`config.mk`:
```
export PLATFORM = sky130hd
export DESIGN_NAME = hazard_forward_unit
export DESIGN_NICKNAME = d
export VERILOG_FILES = /design/src/rtl/hazard_forward_unit.sv
export SDC_FILE = /design/constraint.sdc
export NUM_CORES = 1
export LEC_CHECK = 0
export CORE_ASPECT_RATIO = 0.5
export CORE_MARGIN = 1
export CORE_UTILIZATION = 40
export CTS_BUF_LIST = sky130_fd_sc_hd__clkbuf_4
export CTS_CLUSTER_SIZE = 24
export DETAILED_ROUTE_END_ITERATION = 10
export PLACE_DENSITY = 0.7
export SLEW_MARGIN = 20
export SYNTH_ARGS = -nofsm -noshare
export SYNTH_HDL_FRONTEND = slang
export SYNTH_SLANG_ARGS = --single-unit
```
`constraint.sdc`:
```
create_clock -name clk -period 2.35 [get_ports clk]
set_input_delay 0.47 -clock clk [delete_from_list [all_inputs] [get_ports clk]]
set_output_delay 0.47 -clock clk [all_outputs]
set_load 0.05 [all_outputs]
```
`src/rtl/hazard_forward_unit.sv`:
```
// RAW hazard unit: tracks in-flight destination writes, drives operand forwarding selects and a load-use freeze.
// Outputs are combinational (0-cycle); history/counter registered. Freeze holds decode until the load becomes forwardable.
module hazard_forward_unit #(
    parameter int NREG       = 8,
    parameter int FWD_DEPTH  = 2,
    parameter int LOAD_STAGE = 2,
    parameter int CNT_W      = 16,
    localparam int IDX_W     = $clog2(NREG)
) (
    input  logic             clk,
    input  logic             rst_n,
    input  logic             issue_valid,
    input  logic             src1_valid,
    input  logic [IDX_W-1:0] src1_idx,
    input  logic             src2_valid,
    input  logic [IDX_W-1:0] src2_idx,
    input  logic             dst_valid,
    input  logic [IDX_W-1:0] dst_idx,
    input  logic             dst_is_load,
    input  logic             flush,
    output logic             freeze,
    output logic [2:0]       fwd_sel1,
    output logic [2:0]       fwd_sel2,
    output logic [CNT_W-1:0] stall_cnt
);

    logic [FWD_DEPTH:1] v_q, v_d;
    logic [FWD_DEPTH:1] ld_q, ld_d;
    logic [IDX_W-1:0]   idx_q [1:FWD_DEPTH];
    logic [IDX_W-1:0]   idx_d [1:FWD_DEPTH];
    logic [CNT_W-1:0]   stall_cnt_q, stall_cnt_d;

    logic [2:0] sel1, sel2;
    logic       nrdy1, nrdy2;

    // Oldest-to-youngest scan so the youngest matching entry overwrites.
    always_comb begin
        sel1  = '0;
        sel2  = '0;
        nrdy1 = 1'b0;
        nrdy2 = 1'b0;
        for (int k = FWD_DEPTH; k >= 1; k--) begin
            if (issue_valid && src1_valid && v_q[k] && (idx_q[k] == src1_idx)) begin
                sel1  = 3'(k);
                nrdy1 = ld_q[k] && (k < LOAD_STAGE);
            end
            if (issue_valid && src2_valid && v_q[k] && (idx_q[k] == src2_idx)) begin
                sel2  = 3'(k);
                nrdy2 = ld_q[k] && (k < LOAD_STAGE);
            end
        end
    end

    always_comb begin
        freeze   = !flush && (nrdy1 || nrdy2);
        fwd_sel1 = flush ? 3'd0 : sel1;
        fwd_sel2 = flush ? 3'd0 : sel2;
    end

    // A frozen or squashed decode slot enters the pipe as a bubble.
    always_comb begin
        v_d[1]   = issue_valid && dst_valid && !freeze && !flush;
        ld_d[1]  = dst_is_load;
        idx_d[1] = dst_idx;
        for (int k = 2; k <= FWD_DEPTH; k++) begin
            v_d[k]   = v_q[k-1];
            ld_d[k]  = ld_q[k-1];
            idx_d[k] = idx_q[k-1];
        end
    end

    always_comb begin
        stall_cnt_d = stall_cnt_q;
        if (freeze && !(&stall_cnt_q)) begin
            stall_cnt_d = stall_cnt_q + 1'b1;
        end
    end

    always_ff @(posedge clk or negedge rst_n) begin
        if (!rst_n) begin
            v_q         <= '0;
            ld_q        <= '0;
            stall_cnt_q <= '0;
            for (int k = 1; k <= FWD_DEPTH; k++) begin
                idx_q[k] <= '0;
            end
        end else begin
            v_q         <= v_d;
            ld_q        <= ld_d;
            stall_cnt_q <= stall_cnt_d;
            for (int k = 1; k <= FWD_DEPTH; k++) begin
                idx_q[k] <= idx_d[k];
            end
        end
    end

    assign stall_cnt = stall_cnt_q;

endmodule

```
[After elaboration in Yosys (flattened, before gate mapping)]
Cells that the tools add are included.
W data, S select, Z words.
Cells by class
  add/subtract/negate cells: 1
  equal/unequal tests: 4
  mux-type cells: 8
  reduce and logical (&&, ||, !) cells: 20
Operators with widths (count)
  $add A16 B1 Y16 const B: 1
  $reduce_and A16 Y1: 1
  $logic_and A1 B1 Y1: 15
  $eq A3 B3 Y1: 4
  $mux W2: 4
  $mux W3: 2
  $logic_not A1 Y1: 3
  $mux W1: 2
  $logic_or A1 B1 Y1: 1
Word-level totals
  flip-flop bits (word level): 25
  output and inout bits: 23

[Depth between registers and ports, before layout]
  depth in word-level cells: 9
  depth in mapped cells: 6
  mapped depth without buffers: 6

[Worst setup path after synthesis]
OpenSTA, ideal clock, no wires.
  path kind: in2out
  start point: input src2_idx[2]
  end point: output fwd_sel2[0]
  arrival: 1.887 ns
  required time: 1.880 ns
  slack: -0.007 ns
  stages on the path: 3
  cells stage by stage: xor2_1 or4_4 nor2_1
On the way
  word-level cells in the longest chain between the ends: 4
Ends and longest elaborated chain
  start: declaration: line 16  | input logic [IDX_W-1:0] src2_idx,
  $eq A3 B3 Y1: line 47  | if (issue_valid && src2_valid && v_q[k] && (idx_q[k] == src2_idx)) begin
  $logic_and A1 B1 Y1: line 47
  $mux W2: line 47
  $mux W3: line 57  | fwd_sel2 = flush ? 3'd0 : sel2;
  end: declaration: line 23  | output logic [2:0] fwd_sel2,
No other way between the ends.

[Final worst setup path]
  start point: register idx_q, in the netlist idx_d[1]
  end point: output freeze
On the way
  word-level cells in the longest chain between the ends: 5
Ends and longest elaborated chain
  start: declaration: line 29  | logic [IDX_W-1:0] idx_q [1:FWD_DEPTH];
  start signal: indexed assignment: line 92  | idx_q[k] <= idx_d[k];
  $eq A3 B3 Y1 (on tied branches): line 43, 47
  $logic_and A1 B1 Y1 (on tied branches): line 43, 47
  $mux W1 (on tied branches): line 43, 47
  $logic_or A1 B1 Y1 *: line 55  | freeze = !flush && (nrdy1 || nrdy2);
  $logic_and A1 B1 Y1 *: line 55
  end: declaration: line 21  | output logic freeze,
Mark *: on every way between the ends. The rest lies on a longest branch, timed or not.

==> flow_results.xml <==
<?xml version="1.0" encoding="UTF-8"?>
<metrics>
  <group name="pwr">
    <metric name="cellLeakagePower" unit="nW">0.8618</metric>
    <metric name="power.density" unit="nW/um^2">400.6</metric>
    <metric name="irDropWorstVdd" unit="mV">0.2830</metric>
  </group>
  <group name="detailed_routing">
    <metric name="wl_per_cell" unit="um">12.22</metric>
    <metric name="drtPass1Iterations" unit="">2</metric>
    <metric name="routed-via-count" unit="">994</metric>
    <metric name="antenna_left" unit="">0</metric>
    <metric name="post_drt_via_cell_ratio" unit="">4.711</metric>
    <metric name="total_wire_length_after_detailed_routing" unit="um">2579</metric>
    <metric name="drcViolationCount" unit="">0</metric>
    <metric name="drt_iter0_drcs" unit="">16</metric>
  </group>
  <group name="setup_path">
    <metric name="worst_path_dominant_cell_family" unit="">simple AND/OR/NAND/NOR gates</metric>
    <metric name="worst_ep_arrival" unit="ps">1860</metric>
    <metric name="critical_path_peak_fanout" unit="">3</metric>
    <metric name="endpoint_of_the_worst_slack_reg_to_reg_timing_path" unit="">stall_cnt[1]</metric>
    <metric name="critPathKind" unit="">register to primary output</metric>
    <metric name="worstSetupStartpointType" unit="">register</metric>
    <metric name="r2r.worst_path.cells" unit="">5</metric>
    <metric name="worst_path_max_delay_cell" unit="">or4_4</metric>
    <metric name="timing.critical_path.required" unit="ps">1880</metric>
    <metric name="r2r_setup_slack" unit="ps">290</metric>
    <metric name="worst_path_largest_cell_delay" unit="ps">570</metric>
    <metric name="critPathBufInv" unit="">1</metric>
    <metric name="reg2reg_from" unit="">stall_cnt[0]</metric>
    <metric name="worst_setup_path_end_kind" unit="">primary output</metric>
    <metric name="timing.critical_path.cells" unit="">xor2_1 -&gt; or4_4 -&gt; a21boi_4 -&gt; buf_12</metric>
  </group>
  <group name="layout">
    <metric name="finish.net_count" unit="">190</metric>
    <metric name="share_of_layout_cells_above_drive_strength_1" unit="">0.2807</metric>
    <metric name="layout-area-overhead-vs-synth" unit="%">50.29</metric>
    <metric name="post-route-cell-area" unit="sq um">1926</metric>
    <metric name="antenna_cell_count" unit="">0</metric>
  </group>
  <group name="floorplanning">
    <metric name="coreArea" unit="sq um">3030</metric>
    <metric name="die_footprint" unit="sq um">3447</metric>
    <metric name="dieWidth" unit="um">82.04</metric>
    <metric name="floorplan.initialDensity" unit="">0.4228</metric>
    <metric name="die_height" unit="um">42.02</metric>
    <metric name="placement_rows" unit="">14</metric>
    <metric name="top_level_ports" unit="">40</metric>
  </group>
  <group name="clock_network">
    <metric name="cts_tree" unit="">built</metric>
    <metric name="cts_inserted_buffers" unit="">3</metric>
    <metric name="cts_sinks" unit="">25</metric>
    <metric name="clk_latency" unit="ps">320</metric>
    <metric name="reg_clk_slew_reported_paths" unit="ps">120</metric>
    <metric name="cts_root_buf" unit="">clkbuf_4</metric>
    <metric name="cts.hold.buffers_added" unit="">0</metric>
    <metric name="post_cts_buffers" unit="">0</metric>
    <metric name="max-clock-path-buffers" unit="">2</metric>
    <metric name="cts_max_level" unit="">1</metric>
  </group>
  <group name="min_path">
    <metric name="worst_hold_path.endpoint" unit="">v_q[2]</metric>
    <metric name="worst_hold_path_type" unit="">register to register</metric>
    <metric name="worstHoldStart" unit="">v_q[1]</metric>
    <metric name="worst_hold_path.num_cells" unit="">0</metric>
  </group>
  <group name="synthesis">
    <metric name="yosys-top-cells-area" unit="">dfrtp_1 49%, xor2_1 15%, xnor2_1 3.4%</metric>
    <metric name="synth.cell_area" unit="sq um">1281</metric>
    <metric name="total_number_of_yosys_warnings" unit="">0</metric>
    <metric name="register_bit_count_reported_by_yosys" unit="">25</metric>
    <metric name="ys_seq_area_frac" unit="">0.4883</metric>
    <metric name="proportion_of_netlist_area_held_by_the_largest_area_contributor" unit="">0.4883</metric>
    <metric name="synth_top_cell_by_area" unit="">dfrtp_1</metric>
    <metric name="synthDistinctLibCells" unit="">27</metric>
    <metric name="post_synth.cell_area_avg" unit="sq um">11.54</metric>
    <metric name="synth_cells" unit="">111</metric>
  </group>
  <group name="status">
    <metric name="outcome" unit="">finished clean</metric>
  </group>
  <group name="grt">
    <metric name="grt_antenna_before_repair" unit="">0</metric>
    <metric name="grt_pass1_vias" unit="">969</metric>
    <metric name="gr-usage-all-layers" unit="">0.1721</metric>
    <metric name="grt.overflow.total" unit="">0</metric>
    <metric name="grt_first_pass_wirelength" unit="um">4340</metric>
    <metric name="largest_net_degree_at_the_start_of_global_routing" unit="">26</metric>
  </group>
  <group name="sta">
    <metric name="clock-skew-final" unit="ps">12.84</metric>
    <metric name="timing.final.max_slew_violations" unit="">0</metric>
    <metric name="worst_case_headroom_to_the_max_slew_limit" unit="">0.6630</metric>
    <metric name="totalNegativeSetupSlack" unit="ps">0</metric>
    <metric name="setup_repair_after_global_routing_missed_its_margin" unit="">yes</metric>
    <metric name="timing.final.crit_period" unit="ps">2327</metric>
    <metric name="final_min_period_over_clock_period" unit="">0.9904</metric>
    <metric name="max_freq" unit="GHz">0.4297</metric>
    <metric name="slew_at_the_pin_closest_to_its_max_slew_limit" unit="ps">503.9</metric>
    <metric name="setup_viol_count_final" unit="">0</metric>
    <metric name="number_of_hold_violations_in_the_final_report" unit="">0</metric>
  </group>
  <group name="run">
    <metric name="max_cap_viol_count" unit="">0</metric>
  </group>
  <group name="placed_design">
    <metric name="placed_area" unit="sq um">1868</metric>
    <metric name="buffer_ports.inserted" unit="">37</metric>
    <metric name="routabilityCongestion" unit="">0.7259</metric>
    <metric name="post-dp-hpwl" unit="um">2002</metric>
  </group>
</metrics>
[layout make-up]
cell class,instances,area [sq um]
repair buffers,57,541.8
clock buffers,4,30.03
well taps,40,50.05
flip-flops and latches,25,626.9
fillers,264,1105
inverters,3,11.26
multi-input cells,82,665.6
[worst max-delay path by stage]
stage,start,to,slack [ps],depth (start not counted)
2_1_floorplan,src1_idx[2],fwd_sel1[0],4,3
3_3_place_gp,src2_idx[1],fwd_sel2[1],-150,5
3_5_place_dp,src2_idx[2],fwd_sel2[1],-190,5
4_1_cts,idx_d[0],freeze,5,4
5_1_grt,idx_d[1],freeze,-50,4
6_report,idx_d[1],freeze,20,4
[where the power goes]
group	internal (mW)	leakage (nW)	switching, mW
Clock	0.0779	0.0184	0.124
Combinational	0.0599	0.518	0.0597
Sequential	0.440	0.326	0.0103
[through the flow]
step	total power, mW	setup slack [ps]	hold slack [ps]	cells	util
floorplan	0.5045	4.437	174.4	112	-
detailed placement	0.5815	-186.7	412.2	207	0.6164
CTS	0.7792	5.459	467.4	211	0.6334
finish	0.7714	22.63	456.9	211	0.6354
global route	0.8086	-46.53	477.0	211	0.6354
global placement	0.5795	-152.2	399.2	207	0.6164
[timing repair]
| item | 4_1_cts | 5_1_grt |
|---|---|---|
| setup endpoints to repair | 5 | 4 |
| pin swaps | 4 | 0 |
| resized for setup | 16 | 2 |
[registers in the layout (all words and copies together), names as in the netlist]
register,flops
stall_cnt,16
idx_d,3
idx_q,3
v_q,2
ld_q,1
[worst register-to-register path, cell delays in order (launching register included)]
cell and delay [ps]:
dfrtp_1 450, ha_1 240, nand4_2 190, or4_4 570, o211ai_4 180, mux2_4 330
[routing by layer]
layer / vias to the layer above / global-route usage / part of all wire
li1: 503 / - / -
met1: 469 / 0.2352 / 0.51
met2: 20 / 0.2744 / 0.45
met3: 2 / 0.04565 / 0.036
met4: 0 / 0.04211 / 0.0089
met5: - / 0 / 0
[kinds of logic (layout without fill, tap and decap cells)]
logic type	after synthesis	count (layout)	share of synthesized area
fa+ha+maj	1	1	0.009764
xor+xnor	27	27	0.1846
mux	1	1	0.01172
buf+inv	5	64	0.02050
compound gates	3	3	0.03809
other cells	1	2	0.002927
flops	25	25	0.4883
simple gates	48	48	0.2441
[placed cells by master, fill, tap and decap left out, drive strengths merged]
master and count:
nor2b 1, or4 4, conb 2, o211ai 1
dlygate4sd2 9, a21boi 1, ha 1, nor4bb 1
clkbuf 4, clkdlybuf4s50 23, nor4 5, nand3b 1
nand4 5, nor3 5, xor2 22, nand2 7
mux2 1, nand3 6, and3 3, dfrtp 25
nor2 10, buf 25, o2111ai 1, inv 3
xnor2 5
[synth_stat cells, drive strengths merged]
| library cell | number |
|---|---|
| and3 | 3 |
| o211ai | 1 |
| nand3b | 1 |
| nand2 | 7 |
| nand3 | 6 |
| nor4bb | 1 |
| mux2 | 1 |
| conb | 1 |
| ha | 1 |
| nand4 | 5 |
| inv | 3 |
| o2111ai | 1 |
| xor2 | 22 |
| dfrtp | 25 |
| a21boi | 1 |
| nor4 | 5 |
| or4 | 4 |
| xnor2 | 5 |
| nor2b | 1 |
| buf | 2 |
| nor2 | 10 |
| nor3 | 5 |
No activity file was read; power rests on OpenSTA's default activity.
